## src/rtl/ps2_scancode_receiver_pkg.sv

```systemverilog
// ---------------------------------------------------------------------------
// ps2_scancode_receiver_pkg
// Shared constants, FSM state encoding and the frame parity helper for the
// PS/2 receive path (ps2_line_filter + ps2_scancode_receiver).
// ---------------------------------------------------------------------------
package ps2_scancode_receiver_pkg;

    localparam int PS2_DATA_BITS       = 8;
    localparam int PS2_TIMEOUT_DEFAULT = 100000;
    localparam int PS2_FILTER_DEFAULT  = 8;

    // Frame FSM states, 2-bit encoding.
    typedef enum logic [1:0] {
        PS2_ST_IDLE   = 2'd0,
        PS2_ST_DATA   = 2'd1,
        PS2_ST_PARITY = 2'd2,
        PS2_ST_STOP   = 2'd3
    } ps2_state_e;

    // PS/2 uses odd parity: data plus parity bit must contain an odd number of ones.
    function automatic logic ps2_parity_ok(input logic [PS2_DATA_BITS-1:0] i_data,
                                           input logic                     i_par);
        return ^{i_data, i_par};
    endfunction

endpackage

```

## src/rtl/ps2_line_filter.sv

```systemverilog
// ---------------------------------------------------------------------------
// ps2_line_filter
// Two-flop synchronizer followed by an agreement filter for the PS/2 clock
// pin. The filtered level changes only after FILTER_LEN consecutive
// synchronized samples disagree with it. A one-cycle strobe marks every
// falling edge of the filtered level.
// Ports:
//   clk     in   system clock
//   reset   in   asynchronous active-high reset (line held at idle level 1)
//   i_pin   in   raw asynchronous pin
//   o_fall  out  one-cycle strobe on filtered falling edge
// ---------------------------------------------------------------------------
module ps2_line_filter
    import ps2_scancode_receiver_pkg::*;
#(
    parameter int FILTER_LEN = PS2_FILTER_DEFAULT
) (
    input  logic clk,
    input  logic reset,
    input  logic i_pin,
    output logic o_fall
);

    localparam int CW = $clog2(FILTER_LEN + 1);
    localparam logic [CW-1:0] CNT_LAST = CW'(FILTER_LEN - 1);

    logic          r_sync1;
    logic          r_sync2;
    logic          r_filt;
    logic          r_filt_d;
    logic [CW-1:0] r_cnt;

    // Two-flop synchronizer for the raw pin, idle high.
    always_ff @(posedge clk or posedge reset) begin
        if (reset) begin
            r_sync1 <= 1'b1;
            r_sync2 <= 1'b1;
        end else begin
            r_sync1 <= i_pin;
            r_sync2 <= r_sync1;
        end
    end

    // Agreement filter: r_cnt counts disagreeing samples; any agreeing sample restarts it.
    always_ff @(posedge clk or posedge reset) begin
        if (reset) begin
            r_filt   <= 1'b1;
            r_filt_d <= 1'b1;
            r_cnt    <= '0;
        end else begin
            r_filt_d <= r_filt;
            if (r_sync2 == r_filt) begin
                r_cnt <= '0;
            end else if (r_cnt == CNT_LAST) begin
                r_filt <= r_sync2;
                r_cnt  <= '0;
            end else begin
                r_cnt <= r_cnt + CW'(1);
            end
        end
    end

    assign o_fall = r_filt_d & ~r_filt;

endmodule

```

## src/rtl/ps2_scancode_receiver.sv

```systemverilog
// ---------------------------------------------------------------------------
// ps2_scancode_receiver
// Receive-only PS/2 device-to-host deserializer. Frames the 11-bit packet
// (start, 8 data LSB first, odd parity, stop) on falling edges of the
// filtered PS/2 clock, checks it and pushes good bytes to the scancode FIFO.
// Exactly one result pulse is produced per frame, one cycle after the stop
// bit strobe. A stalled frame is abandoned after TIMEOUT_CYCLES.
// Ports:
//   clk           in   system clock
//   reset         in   asynchronous active-high reset
//   ps2_clk       in   raw PS/2 clock pin
//   ps2_dat       in   raw PS/2 data pin
//   fifo_full     in   FIFO full flag, sampled at the stop strobe
//   fifo_push     out  one-cycle push strobe
//   fifo_data     out  [7:0] byte, meaningful while fifo_push=1
//   parity_error  out  one-cycle pulse, frame dropped on parity
//   frame_error   out  one-cycle pulse, bad start/stop or timeout
//   overflow      out  one-cycle pulse, good frame dropped on fifo_full
// ---------------------------------------------------------------------------
module ps2_scancode_receiver
    import ps2_scancode_receiver_pkg::*;
#(
    parameter int FILTER_LEN     = PS2_FILTER_DEFAULT,
    parameter int TIMEOUT_CYCLES = PS2_TIMEOUT_DEFAULT
) (
    input  logic       clk,
    input  logic       reset,
    input  logic       ps2_clk,
    input  logic       ps2_dat,
    input  logic       fifo_full,
    output logic       fifo_push,
    output logic [7:0] fifo_data,
    output logic       parity_error,
    output logic       frame_error,
    output logic       overflow
);

    localparam int TW = $clog2(TIMEOUT_CYCLES) + 1;
    localparam logic [TW-1:0] TMO_LAST = TW'(TIMEOUT_CYCLES - 1);
    localparam logic [TW-1:0] TMO_MAX  = {TW{1'b1}};

    logic          w_strobe;
    logic          r_dat_s1;
    logic          r_dat_s2;

    ps2_state_e    r_state,  w_state_nxt;
    logic [7:0]    r_shift,  w_shift_nxt;
    logic [2:0]    r_bitcnt, w_bitcnt_nxt;
    logic          r_par,    w_par_nxt;
    logic [TW-1:0] r_tmo,    w_tmo_nxt;
    logic [7:0]    r_data,   w_data_nxt;
    logic          r_push,   w_push_nxt;
    logic          r_perr,   w_perr_nxt;
    logic          r_ferr,   w_ferr_nxt;
    logic          r_ovf,    w_ovf_nxt;

    logic          w_tmo_exp;
    logic [TW-1:0] w_tmo_inc;

    ps2_line_filter #(
        .FILTER_LEN (FILTER_LEN)
    ) u_clk_filter (
        .clk    (clk),
        .reset  (reset),
        .i_pin  (ps2_clk),
        .o_fall (w_strobe)
    );

    // Two-flop synchronizer for the data pin; no filter, it is sampled mid-bit.
    always_ff @(posedge clk or posedge reset) begin
        if (reset) begin
            r_dat_s1 <= 1'b1;
            r_dat_s2 <= 1'b1;
        end else begin
            r_dat_s1 <= ps2_dat;
            r_dat_s2 <= r_dat_s1;
        end
    end

    assign w_tmo_exp = (r_tmo == TMO_LAST);
    assign w_tmo_inc = (r_tmo == TMO_MAX) ? r_tmo : (r_tmo + TW'(1));

    // Next-state, datapath and result-pulse logic. A strobe always wins over timeout expiry.
    always_comb begin
        w_state_nxt  = r_state;
        w_shift_nxt  = r_shift;
        w_bitcnt_nxt = r_bitcnt;
        w_par_nxt    = r_par;
        w_tmo_nxt    = r_tmo;
        w_data_nxt   = r_data;
        w_push_nxt   = 1'b0;
        w_perr_nxt   = 1'b0;
        w_ferr_nxt   = 1'b0;
        w_ovf_nxt    = 1'b0;

        case (r_state)
            PS2_ST_IDLE: begin
                w_tmo_nxt = '0;
                if (w_strobe) begin
                    if (!r_dat_s2) begin
                        w_state_nxt  = PS2_ST_DATA;
                        w_bitcnt_nxt = 3'd0;
                        w_shift_nxt  = 8'h00;
                    end else begin
                        w_ferr_nxt = 1'b1;
                    end
                end else begin
                    w_state_nxt = PS2_ST_IDLE;
                end
            end

            PS2_ST_DATA: begin
                if (w_strobe) begin
                    w_shift_nxt = {r_dat_s2, r_shift[7:1]};
                    w_tmo_nxt   = '0;
                    if (r_bitcnt == 3'd7) begin
                        w_state_nxt = PS2_ST_PARITY;
                    end else begin
                        w_bitcnt_nxt = r_bitcnt + 3'd1;
                    end
                end else if (w_tmo_exp) begin
                    w_state_nxt  = PS2_ST_IDLE;
                    w_ferr_nxt   = 1'b1;
                    w_tmo_nxt    = '0;
                    w_shift_nxt  = 8'h00;
                    w_bitcnt_nxt = 3'd0;
                end else begin
                    w_tmo_nxt = w_tmo_inc;
                end
            end

            PS2_ST_PARITY: begin
                if (w_strobe) begin
                    w_par_nxt   = r_dat_s2;
                    w_state_nxt = PS2_ST_STOP;
                    w_tmo_nxt   = '0;
                end else if (w_tmo_exp) begin
                    w_state_nxt  = PS2_ST_IDLE;
                    w_ferr_nxt   = 1'b1;
                    w_tmo_nxt    = '0;
                    w_shift_nxt  = 8'h00;
                    w_bitcnt_nxt = 3'd0;
                end else begin
                    w_tmo_nxt = w_tmo_inc;
                end
            end

            PS2_ST_STOP: begin
                if (w_strobe) begin
                    w_state_nxt  = PS2_ST_IDLE;
                    w_tmo_nxt    = '0;
                    w_bitcnt_nxt = 3'd0;
                    if (!r_dat_s2) begin
                        w_ferr_nxt = 1'b1;
                    end else if (!ps2_parity_ok(r_shift, r_par)) begin
                        w_perr_nxt = 1'b1;
                    end else if (fifo_full) begin
                        w_ovf_nxt = 1'b1;
                    end else begin
                        w_push_nxt = 1'b1;
                        w_data_nxt = r_shift;
                    end
                end else if (w_tmo_exp) begin
                    w_state_nxt  = PS2_ST_IDLE;
                    w_ferr_nxt   = 1'b1;
                    w_tmo_nxt    = '0;
                    w_shift_nxt  = 8'h00;
                    w_bitcnt_nxt = 3'd0;
                end else begin
                    w_tmo_nxt = w_tmo_inc;
                end
            end

            default: begin
                w_state_nxt  = PS2_ST_IDLE;
                w_tmo_nxt    = '0;
                w_shift_nxt  = 8'h00;
                w_bitcnt_nxt = 3'd0;
            end
        endcase
    end

    // State, datapath and registered output pulses.
    always_ff @(posedge clk or posedge reset) begin
        if (reset) begin
            r_state  <= PS2_ST_IDLE;
            r_shift  <= 8'h00;
            r_bitcnt <= 3'd0;
            r_par    <= 1'b0;
            r_tmo    <= '0;
            r_data   <= 8'h00;
            r_push   <= 1'b0;
            r_perr   <= 1'b0;
            r_ferr   <= 1'b0;
            r_ovf    <= 1'b0;
        end else begin
            r_state  <= w_state_nxt;
            r_shift  <= w_shift_nxt;
            r_bitcnt <= w_bitcnt_nxt;
            r_par    <= w_par_nxt;
            r_tmo    <= w_tmo_nxt;
            r_data   <= w_data_nxt;
            r_push   <= w_push_nxt;
            r_perr   <= w_perr_nxt;
            r_ferr   <= w_ferr_nxt;
            r_ovf    <= w_ovf_nxt;
        end
    end

    assign fifo_push    = r_push;
    assign fifo_data    = r_data;
    assign parity_error = r_perr;
    assign frame_error  = r_ferr;
    assign overflow     = r_ovf;

endmodule

```

## config.mk

```make
export PLATFORM = sky130hd
export DESIGN_NAME = ps2_scancode_receiver
export DESIGN_NICKNAME = d
export VERILOG_FILES = /design/src/rtl/ps2_scancode_receiver_pkg.sv /design/src/rtl/ps2_line_filter.sv /design/src/rtl/ps2_scancode_receiver.sv
export SDC_FILE = /design/constraint.sdc
export NUM_CORES = 1
export LEC_CHECK = 0
export ABC_AREA = 0
export BUFFER_PORTS_ARGS = -buffer_cell sky130_fd_sc_hd__buf_2
export CORE_MARGIN = 4
export CORE_UTILIZATION = 45
export DETAILED_ROUTE_END_ITERATION = 7
export GPL_TIMING_DRIVEN = 0
export HOLD_SLACK_MARGIN = 0.03
export MAX_ROUTING_LAYER = met4
export PLACE_DENSITY = 0.68
export SLEW_MARGIN = 30
export SYNTH_ARGS = -nofsm -noshare
export SYNTH_HDL_FRONTEND = slang
export SYNTH_SLANG_ARGS = --single-unit
```

## constraint.sdc

```tcl
create_clock -name clk -period 1.9 [get_ports clk]
set_input_delay 0.19 -clock clk [delete_from_list [all_inputs] [get_ports clk]]
set_output_delay 0.19 -clock clk [all_outputs]
set_load 0.05 [all_outputs]
```

==> results_dict.tcl <==
set metrics [dict create \
    yosysSeqAreaShare_pct 51.4 \
    nNetsFinal 292 \
    pin_count 17 \
    grt_antenna_before_repair 0 \
    synth_top_area_cell "dfrtp_1" \
    maxSlewViolCount 0 \
    grt_pass1_wl_um 8300 \
    clk_pin_slew_ns 0.09 \
    powerDensity_mw_per_mm2 791 \
    power_mw 2.49 \
    die_area_mm2 0.00716 \
    synth_ff_type "dfrtp_1" \
    required_ns 2.10 \
    num_vias 1858 \
    yosys_warnings 0 \
    cts_tree "done" \
    ys_types 48 \
    cts_htree_levels 2 \
    wl_um 4780 \
    numCtsBuffers 5 \
    hold_viol_final 0 \
    grt_pass1_vias 1798 \
    clock_skew_ns 0.00643 \
    synth.cell_area_mm2 0.00264 \
    rows 27 \
    p_comb_share_pct 22.6 \
    synth_top_cell_area_share_pct 45.5 \
    design_area_mm2 0.00315 \
    maxCapViolCount 0 \
    initial_utilization_pct 47.1 \
    synth_async_sr_flop_share_pct 100 \
    critPathArrivalTime_ns 2.05 \
    setup_violations 0 \
    clock-sinks 54 \
    synth.area.top_cells "dfrtp_1 45%, dfstp_2 6.0%, mux2_2 4.7%, nor2_1 4.5%, ha_1 4.3%" \
    die_w_um 84.6 \
    seq_power_share_pct 52.2 \
    root_buffer "clkbuf_8" \
    clockBufferDepth 2 \
    layout-drive-gt1-share_pct 29.0 \
    period_share_pct 97.8 \
    cp-end-kind "flop" \
    place_area_mm2 0.00284 \
    syn_inst 239 \
    slew_headroom_pct 70.0 \
    drt_pass1_iterations 4 \
    first_iter_violations 130 \
    max_freq_mhz 538 \
    clkPwrFrac_pct 25.2 \
    switching_power_mw 0.775 \
    period_needed_ns 1.86 \
    dp_cells 328 \
    ys_ff_latch 54 \
    path_class "flop to flop" \
    clock_latency_ns 0.30 \
    routabilityCongestion 0.824 \
    place.port_buffers 16 \
    swShare_pct 31.1 \
    chipHeight_um 84.6 \
    layout.cells.non_filler 351 \
    tightest_slew_ns 0.446 \
    peakVddDrop_uv 477 \
    synth_edf_count 0 \
    rsz0062_at_grt "true" \
    min_path_type "input port to flop" \
    track_usage_pct 14.7 \
    viasPerCell 5.29 \
    num_antenna_cells 0 \
    ant_nets 0 \
    internal-power_mw 1.72 \
    status "completed" \
    core-area_mm2 0.00561 \
    gr-total-overflow 0 \
    leakage_nw 1.51 \
    drc 0 \
    grt_max_degree 42 \
    dp_hpwl_um 3270 \
    synth_fp_nets 253 \
    syn2layout_area_growth_pct 19.2 \
    avgSynthCellArea_um2 11.1 \
    wl_per_cell_um 13.6 \
    cp_max_fo 5 \
    start_kind "flop" \
]
[worst max-delay path, stage by stage (launching register included)]
cell	delay [ns]
dfrtp_1	0.42
xnor2_1	0.15
xnor3_2	0.49
xnor2_4	0.24
nand3b_4	0.15
mux2_2	0.30
[Yosys cell counts (2+ instances only)]
master / instances
a21o_1: 3
and3_1: 3
or2_2: 2
nor2_1: 32
nor3_1: 11
nand4_1: 4
o2111ai_1: 2
nor2b_1: 2
o21ai_0: 7
and4_1: 2
o22ai_1: 2
inv_1: 7
xor2_1: 9
nor4_1: 2
a211oi_1: 2
a22o_1: 10
mux2_2: 11
xnor2_1: 12
ha_1: 9
nand2_1: 10
dfrtp_1: 48
nand3_1: 9
nand2b_1: 3
dfstp_2: 6
clkbuf_1: 3
a21oi_1: 6
[kinds of logic after synthesis]
| kind of cell | count (synthesis) | share of synthesized area, % |
|---|---|---|
| DFF | 54 | 51.4 |
| adders and majority gates | 9 | 4.26 |
| AOI/OAI and AO/OA | 39 | 10.7 |
| muxes | 12 | 5.07 |
| and+or+nand+nor | 89 | 17.8 |
| buffers and inverters | 13 | 2.32 |
| xor gates and xnor gates | 23 | 8.43 |
[per-layer routing]
metal	vias up	share of wire, %	global-route usage (%)	wire length, um
met1	907	50	19.8	2380
li1	933	-	-	-
met5	-	0	-	0
met2	13	46	21.5	2210
met4	0	1.4	5.76	67
met3	5	2.4	3.24	117
[power groups by stage]
stage | clock network [mW] | logic [mW] | registers, mW
floorplan | 0 | 0.386 | 1.32
global placement | 0 | 0.495 | 1.32
global route | 0.710 | 0.636 | 1.32
CTS | 0.661 | 0.548 | 1.30
detailed placement | 0 | 0.509 | 1.32
finish | 0.626 | 0.564 | 1.30
[cell usage in the layout, fill, tap and decap left out, types with 3 or more instances in the layout]
cell type	instances
nand3_1	9
nor3_1	10
dlygate4sd3_1	3
buf_2	16
xnor2_1	12
buf_4	14
xor2_1	9
nand2_1	10
nor2_1	30
clkbuf_8	5
a22o_1	10
mux2_2	11
a21o_1	3
dfrtp_1	46
a21oi_1	5
inv_1	6
ha_1	8
o21ai_0	5
dfstp_2	6
and3_1	3
nand2b_1	3
nand4_1	4
[metrics by stage]
stage / util (%) / worst slack, ns / hold WS, ns / TNS [ns]
6_report: 56.2 / 0.0427 / 0.157 / 0
5_1_grt: 56.2 / -0.0562 / 0.142 / -0.349
4_1_cts: 53.6 / 0.00770 / 0.126 / 0
3_5_place_dp: 50.6 / -0.190 / 0.121 / -2.34
3_3_place_gp: 50.2 / -0.275 / 0.295 / -14.87
2_1_floorplan: - / 0.0260 / 0.194 / 0
[flip-flops by register name, summed over array words and instances, names as in the netlist, 2 cells and up]
signal,flops
fifo_data,8
r_bitcnt,3
r_shift,8
r_state,2
r_tmo,18
u_clk_filter.r_cnt,4
[cell type report]
class	count	area, um2
fillers	498	2460
flip-flops and latches	54	1360
multi-input cells	173	1320
repair buffers	33	228
well taps	72	90.1
clock buffers	5	68.8
plain buffers	4	31.3
inverters	7	28.8
clock inverters	3	21.3
[what timing repair did]
item	CTS	global route
endpoints found under the hold margin	15	0
buffers inserted	4	9
cloned	0	1
gates resized for setup	6	15
pin swaps	1	4
endpoints found under the setup margin	29	33
hold buffers	3	0
[final timing paths]
kind                                                   end  slack (ns)  depth (start not counted)                   start
setup / recovery                  fifo_data[3]$_DFFE_PP0P_        0.04                          5  r_shift[3]$_DFFE_PP0P_
hold / removal                          overflow$_DFF_PP0_        0.16                          2               fifo_full
setup reg to reg                  fifo_data[3]$_DFFE_PP0P_        0.04                          5  r_shift[3]$_DFFE_PP0P_
hold reg to reg                         r_dat_s2$_DFF_PP1_        0.36                          0      r_dat_s1$_DFF_PP1_
max in group asynchronous               r_dat_s2$_DFF_PP1_        1.04                          4                   reset
min in group asynchronous  u_clk_filter.r_cnt[2]$_DFF_PP0_        0.34                          3                   reset
Note: power is estimated with default switching activity, not from simulation.
